**src/rtl/gray_pkg.sv**
```systemverilog
// rtl/gray_pkg.sv - shared FSM state type and Gray encode/decode helpers for the sweep controller
package gray_pkg;

   typedef enum logic [1:0] {
      IDLE = 2'd0,
      RUN  = 2'd1,
      DONE = 2'd2
   } state_t;

   function automatic logic [31:0] gray_enc(input logic [31:0] b);
      return b ^ (b >> 1);
   endfunction

   // Each binary bit is the XOR of all Gray bits at or above it.
   function automatic logic [31:0] gray_dec(input logic [31:0] g);
      logic [31:0] b;
      b[31] = g[31];
      for (int i = 30; i >= 0; i--) begin
         b[i] = b[i+1] ^ g[i];
      end
      return b;
   endfunction

endpackage

```
**src/rtl/gray_encode.sv**
```systemverilog
// rtl/gray_encode.sv - combinational binary-to-Gray encoder
module gray_encode #(
   parameter int WIDTH = 4
) (
   input  logic [WIDTH-1:0] bin,
   output logic [WIDTH-1:0] gray
);

   assign gray = bin ^ (bin >> 1);

endmodule

```
**src/rtl/gray_sweep_ctrl.sv**
```systemverilog
// rtl/gray_sweep_ctrl.sv - steps a binary/Gray code from one bound to the other under ready/valid flow control
// Optional GRAY_SWEEP_CHECK_EN adds a sticky err output from a decode-back check of every accepted beat.
module gray_sweep_ctrl
   import gray_pkg::*;
#(
   parameter int WIDTH = 4
) (
   input  logic             clk,
   input  logic             rst,
   input  logic             start,
   input  logic             abort,
   input  logic [WIDTH-1:0] lo,
   input  logic [WIDTH-1:0] hi,
   input  logic             dir,
   input  logic             out_ready,
   output logic             out_valid,
   output logic [WIDTH-1:0] out_bin,
   output logic [WIDTH-1:0] out_gray,
   output logic             busy,
   output logic             done
`ifdef GRAY_SWEEP_CHECK_EN
   ,
   output logic             err
`endif
);

   state_t           state_q, state_d;
   logic [WIDTH-1:0] cur_q, cur_d;
   logic [WIDTH-1:0] end_q, end_d;
   logic             dir_q, dir_d;

   always_comb begin
      state_d = state_q;
      cur_d   = cur_q;
      end_d   = end_q;
      dir_d   = dir_q;
      case (state_q)
         IDLE: begin
            if (start) begin
               state_d = RUN;
               dir_d   = dir;
               cur_d   = dir ? hi : lo;
               end_d   = dir ? lo : hi;
            end
         end
         RUN: begin
            // abort wins over a beat accepted in the same cycle
            if (abort) begin
               state_d = IDLE;
            end else if (out_ready) begin
               if (cur_q == end_q) begin
                  state_d = DONE;
               end else begin
                  cur_d = dir_q ? (cur_q - WIDTH'(1)) : (cur_q + WIDTH'(1));
               end
            end
         end
         DONE: begin
            state_d = IDLE;
         end
         default: begin
            state_d = IDLE;
         end
      endcase
   end

   always_ff @(posedge clk or posedge rst) begin
      if (rst) begin
         state_q <= IDLE;
         cur_q   <= '0;
         end_q   <= '0;
         dir_q   <= 1'b0;
      end else begin
         state_q <= state_d;
         cur_q   <= cur_d;
         end_q   <= end_d;
         dir_q   <= dir_d;
      end
   end

   assign out_valid = (state_q == RUN);
   assign busy      = (state_q == RUN);
   assign done      = (state_q == DONE);
   assign out_bin   = cur_q;

   gray_encode #(
      .WIDTH (WIDTH)
   ) u_gray_encode (
      .bin  (cur_q),
      .gray (out_gray)
   );

`ifdef GRAY_SWEEP_CHECK_EN
   logic        err_q, err_d;
   logic [31:0] dec_w;

   always_comb begin
      dec_w = gray_dec(32'(out_gray));
      err_d = err_q;
      if (state_q == RUN && out_ready && dec_w != 32'(out_bin)) begin
         err_d = 1'b1;
      end
   end

   always_ff @(posedge clk or posedge rst) begin
      if (rst) begin
         err_q <= 1'b0;
      end else begin
         err_q <= err_d;
      end
   end

   assign err = err_q;
`endif

endmodule

```
**config.mk**
```make
export PLATFORM = sky130hd
export DESIGN_NAME = gray_sweep_ctrl
export DESIGN_NICKNAME = d
export VERILOG_FILES = /design/src/rtl/gray_pkg.sv /design/src/rtl/gray_encode.sv /design/src/rtl/gray_sweep_ctrl.sv
export SDC_FILE = /design/constraint.sdc
export NUM_CORES = 1
export LEC_CHECK = 0
export CAP_MARGIN = 0
export CELL_PAD_IN_SITES_DETAIL_PLACEMENT = 0
export CELL_PAD_IN_SITES_GLOBAL_PLACEMENT = 1
export CORE_UTILIZATION = 34
export CTS_CLUSTER_DIAMETER = 120
export CTS_CLUSTER_SIZE = 28
export DETAILED_ROUTE_END_ITERATION = 6
export PLACE_DENSITY = 0.87
export SLEW_MARGIN = 10
export SYNTH_ARGS = -nofsm -noshare
export SYNTH_HDL_FRONTEND = slang
export SYNTH_HIERARCHICAL = 1
export SYNTH_SLANG_ARGS = --single-unit
export TNS_END_PERCENT = 30
```
**constraint.sdc**
```tcl
create_clock -name clk -period 1.9 [get_ports clk]
set_input_delay 0.38 -clock clk [delete_from_list [all_inputs] [get_ports clk]]
set_output_delay 0.38 -clock clk [all_outputs]
set_load 0.005 [all_outputs]
```
Word level (Yosys, flattened, before mapping) --
Cells that the tools add are included.
Cells by class: bitwise logic cells 1, shift operators 0, multipliers 0, add/sub/neg operators 2, divide/modulo/power cells 0, muxes and demuxes 13, reduce and logical (&&, ||, !) cells 5, equality and inequality tests 9, magnitude comparators 0
Operator list (count):
- $mux W4 | 7
- $mux W2 | 4
- $ne A2 B2 Y1 const B | 4
- $pmux W4 S2 | 1
- $reduce_and A5 Y1 | 1
- $add A4 B1 Y4 const B | 1
- $eq A4 B4 Y1 | 1
- $pmux W2 S2 | 1
- $sub A4 B1 Y4 const B | 1
- $xor A4 B3 Y4 | 1
- $ne A3 B2 Y1 const B | 1
- $ne A3 B3 Y1 const B | 1
- $reduce_and A3 Y1 | 1
- $eq A2 B1 Y1 const B | 1
- $eq A2 B2 Y1 const B | 1
- $logic_not A2 Y1 | 1
- $reduce_and A2 Y1 | 1
- $reduce_bool A2 Y1 | 1
Storage, ports and cells: flip-flop bits (word level) 11, logic and storage cells 34, bits of input ports 14, memories kept 0, bits in latches 0, memory bits (writable) 0, bits in read-only memories 0, output and inout port bits 11

Longest topological paths before layout --
Gate-level depths: netlist (run 1).
depth after elaboration 6, depth in mapped cells 6

Modules after synthesis --
The synthesis (run 1) kept the hierarchy.
Modules (own cells, without submodules):
- gray_sweep_ctrl | times used 1, cells an instance 78, area an instance 790.8 um^2
- gray_encode | times used 1, cells an instance 4, area an instance 33.8 um^2

Least setup slack after synthesis (run 1) --
Ideal clock, no wire load.
path kind register to register, start point reg cur_q[1] (netlist: out_bin[1]), end point reg cur_q[2] (netlist: out_bin[2]), cell stages (with the launch flop) 7, data arrival time 1468 ps, data required time 1775 ps, clock period less this slack 1593 ps, setup slack 307 ps, library setup time 125 ps, cells stage by stage dfrtp_1 -> inv_1 -> fa_1 -> xnor2_1 -> nand2_1 -> o21ai_0 -> mux2_4
On the way: word-level cells in the longest chain between the ends 6, elaborated cells between the ends (all ways) 10, classes of those cells add/sub: 2; eq/ne: 2; mux: 5; reduce/logical: 1
Ends and longest elaborated chain:
- start: declaration | line gray_sweep_ctrl.sv:28 | logic [WIDTH-1:0] cur_q, cur_d;
- start signal: assignment | line gray_sweep_ctrl.sv:75 | cur_q <= cur_d;
- $add A4 B1 Y4 or $sub A4 B1 Y4 (tied branches) | line gray_sweep_ctrl.sv:54 | cur_d = dir_q ? (cur_q - WIDTH'(1)) : (cur_q + WIDTH'(1));
- $mux W4 | line gray_sweep_ctrl.sv:54
- $mux W4 | line gray_sweep_ctrl.sv:51 | if (cur_q == end_q) begin
- $mux W4 | line gray_sweep_ctrl.sv:50 | end else if (out_ready) begin
- $mux W4 | line gray_sweep_ctrl.sv:48 | if (abort) begin
- $pmux W4 S2 | line gray_sweep_ctrl.sv:37 | case (state_q)
Parallel ways exist; a longest one is shown, timed or not. The select of a mux whose other input is x is not followed. A chain may end at the register's enable or synchronous reset.

Final worst setup path (run 1) --
start point reg cur_q[2] (netlist: out_bin[2]), end point out out_gray[1]
On the way: word-level cells in the longest chain between the ends 1
Ends and longest elaborated chain:
- $xor A4 B3 Y4 | line gray_encode.sv:9 | assign gray = bin ^ (bin >> 1);
- end: declaration | line gray_sweep_ctrl.sv:18 | output logic [WIDTH-1:0] out_gray,
Every way passes these cells.

==> out/metrics.yaml, run 1 <==
status: "complete, no violations"
grt-ovfl-total: 0
power.density_nw_per_um2: 1532
cp-start-kind: "flip-flop"
final_cell_mix: "clkdlybuf4s50_1 (22), dfrtp_1 (9), mux2i_1 (7)"
firstDrtPassIters: 4
syn_inst: 82
drive_above_1_share_pct: 20.18
fill_cells: 225
final_core_util_pct: 49.83
grt_use_total_pct: 15.14
critPathCaptureType: "primary output"
fin_skew_ns: 0.003715
drt_iter0_drc: 2
rsz0062_at_grt: "true"
gp_congestion: 0.8214
grt_pass1_vias: 646
maxCapViolations: 0
area.growth.synth_to_final_pct: 36.27
avgSynthCellArea_um2: 10.06
critPathKind: "flip-flop to primary output"
async_reset_ff_share_pct: 100.0
numCtsBuffers: 3
totalWireLength_mm: 1.875
synth_cell_type_count: 34
syn_area_um2: 824.5
synth_edf_count: 0
cts_buffer_depth: 2
holdWs_ns: 0.4070
worstPathMaxFanout: 6
wl_per_cell_um: 13.69
start_util_pct: 36.57
ys_seq_elements: 11
tritoncts: "built"
ys_seq_area_share_pct: 33.38
finalCritPeriodShare_pct: 98.50
worst_pin_slew_ns: 0.4447
period_needed_ns: 1.871
h-tree-depth: 1
drc: 0
postRouteAntennaNets: 0
clk_latency_ns: 0.27
synth_nets: 99
cts_num_sinks: 11
fmax_mhz: 534.3
required_ns: 1.52
final_cells: 137
port_buffers: 24
cts-root-buf: "clkbuf_4"
p_total_uw: 1722
die_height_um: 51.25
nets: 127
placed_cells: 132
grt_pass1_wl_mm: 2.877
ios: 25
viasPerCell: 4.942
p_leak_uw: 0.0005065
grt_max_degree: 15
dpl.hpwl_mm: 1.452
finalSetupViolCount: 0
finalSetupTns_ns: 0
crit_arrival_ns: 1.49
hold_viol: 0
vdd_ir_drop_max_mv: 0.6263
postCtsHoldBufs: 0
slew_viol_final: 0
num_rows: 17
die_w_um: 51.25
vias: 677
slew_headroom_pct: 70.32
ys.flop_type: "dfrtp_1"
clk_pin_slew_ns: 0.08
antenna_found_initial: 0
die-area_um2: 2626
hp-class: "primary input to asynchronous set/reset pin"
num_antenna_cells: 0
final_common_cell: "clkdlybuf4s50_1"
yosysWarnings: 6
core_area_um2: 2255
==> worst max-delay path, cell delays in order, from the launching register on <==
cell and delay [ns]:
dfrtp_1 0.52, xor2_1 0.18, clkdlybuf4s50_1 0.52
==> logic make-up (layout without fill, tap and decap cells) <==
group / after synthesis / after routing / synth area share, %
AO/OA/AOI/OAI: 15 / 15 / 13.66
XOR/XNOR: 9 / 9 / 10.47
adder cells (fa/ha/maj): 3 / 3 / 5.462
buffers and inverters: 11 / 38 / 7.738
flip-flops: 11 / 11 / 33.38
multiplexers: 11 / 11 / 14.87
AND/OR/NAND/NOR: 22 / 22 / 14.42
==> cell usage after synthesis, types with 2 or more instances <==
master    n  share of area (%)
buf_4     2                1.8
mux2i_1   7                8.5
inv_1     6                2.7
buf_6     2                2.7
xor2_1    3                3.2
o21ai_1   4                2.4
nand3_1   2                1.2
mux2_4    2                3.6
ha_1      2                3.0
mux2_2    2                2.7
xnor2_1   5                5.3
dfrtp_1  11                 33
a21oi_1   4                2.4
nor2_1    5                2.3
nand2_1   6                2.7
==> routing by layer <==
| layer | GRT usage [%] | vias up | wire length (um) |
|---|---|---|---|
| li1 | - | 338 | - |
| met1 | 19.31 | 317 | 893 |
| met2 | 25.22 | 20 | 882 |
| met3 | 2.976 | 2 | 78 |
| met4 | 5.405 | 0 | 21 |
| met5 | 0 | - | 0 |
==> flip-flops by register name, summed over array words and instances, names as in the netlist <==
register	count
state_q	2
end_q	4
dir_q	1
out_bin	4
==> stage by stage <==
| step | setup slack, ns | cell area, um2 |
|---|---|---|
| floorplan | 0.3069 | 824.5 |
| global placement | 0.09218 | 1081 |
| detailed placement | 0.07612 | 1081 |
| CTS | 0.005036 | 1109 |
| global route | -0.01000 | 1124 |
| finish | 0.02852 | 1124 |
==> final cells by class <==
class                           count  area (um2)  area share, %
Multi-Input combinational cell     60       485.5          43.21
Sequential cell                    11       277.8          24.72
Timing Repair Buffer               28       275.3          24.50
Tap cell                           28       35.03          3.118
Clock buffer                        3       22.52          2.004
Inverter                            6       22.52          2.004
Clock inverter                      1       5.005         0.4454
==> final timing paths <==
kind / from / to / slack (ns) / cells past startpoint
min in group clk: end_q[0] / end_q[0] / 0.52 / 2
setup reg to reg: out_bin[2] / out_bin[3] / 0.17 / 5
hold / removal: rst / end_q[2] / 0.41 / 2
hold reg to reg: end_q[0] / end_q[0] / 0.52 / 2
max in group asynchronous: rst / out_bin[3] / 1.16 / 2
setup / recovery: out_bin[2] / out_gray[1] / 0.03 / 2
==> what timing repair did <==
| item | in CTS | in global routing |
|---|---|---|
| setup endpoints to repair | 2 | 5 |
| gates cloned | 0 | 0 |
| resized for setup | 1 | 4 |
| setup buffers | 0 | 1 |
==> power breakdown <==
part	switching (uW)	internal [uW]
clock	87.2	78.0
sequential	166	340
combinational	441	610
total	694	1030
Note: power is estimated with default switching activity, not from simulation.
==> run 2, diff against run 1 <==
- CAP_MARGIN: 0 -> 20
- CTS_CLUSTER_DIAMETER: 120 -> 40
==> results of run 2 <==
Final layout, timing and power as in run 1 (identical DEF).
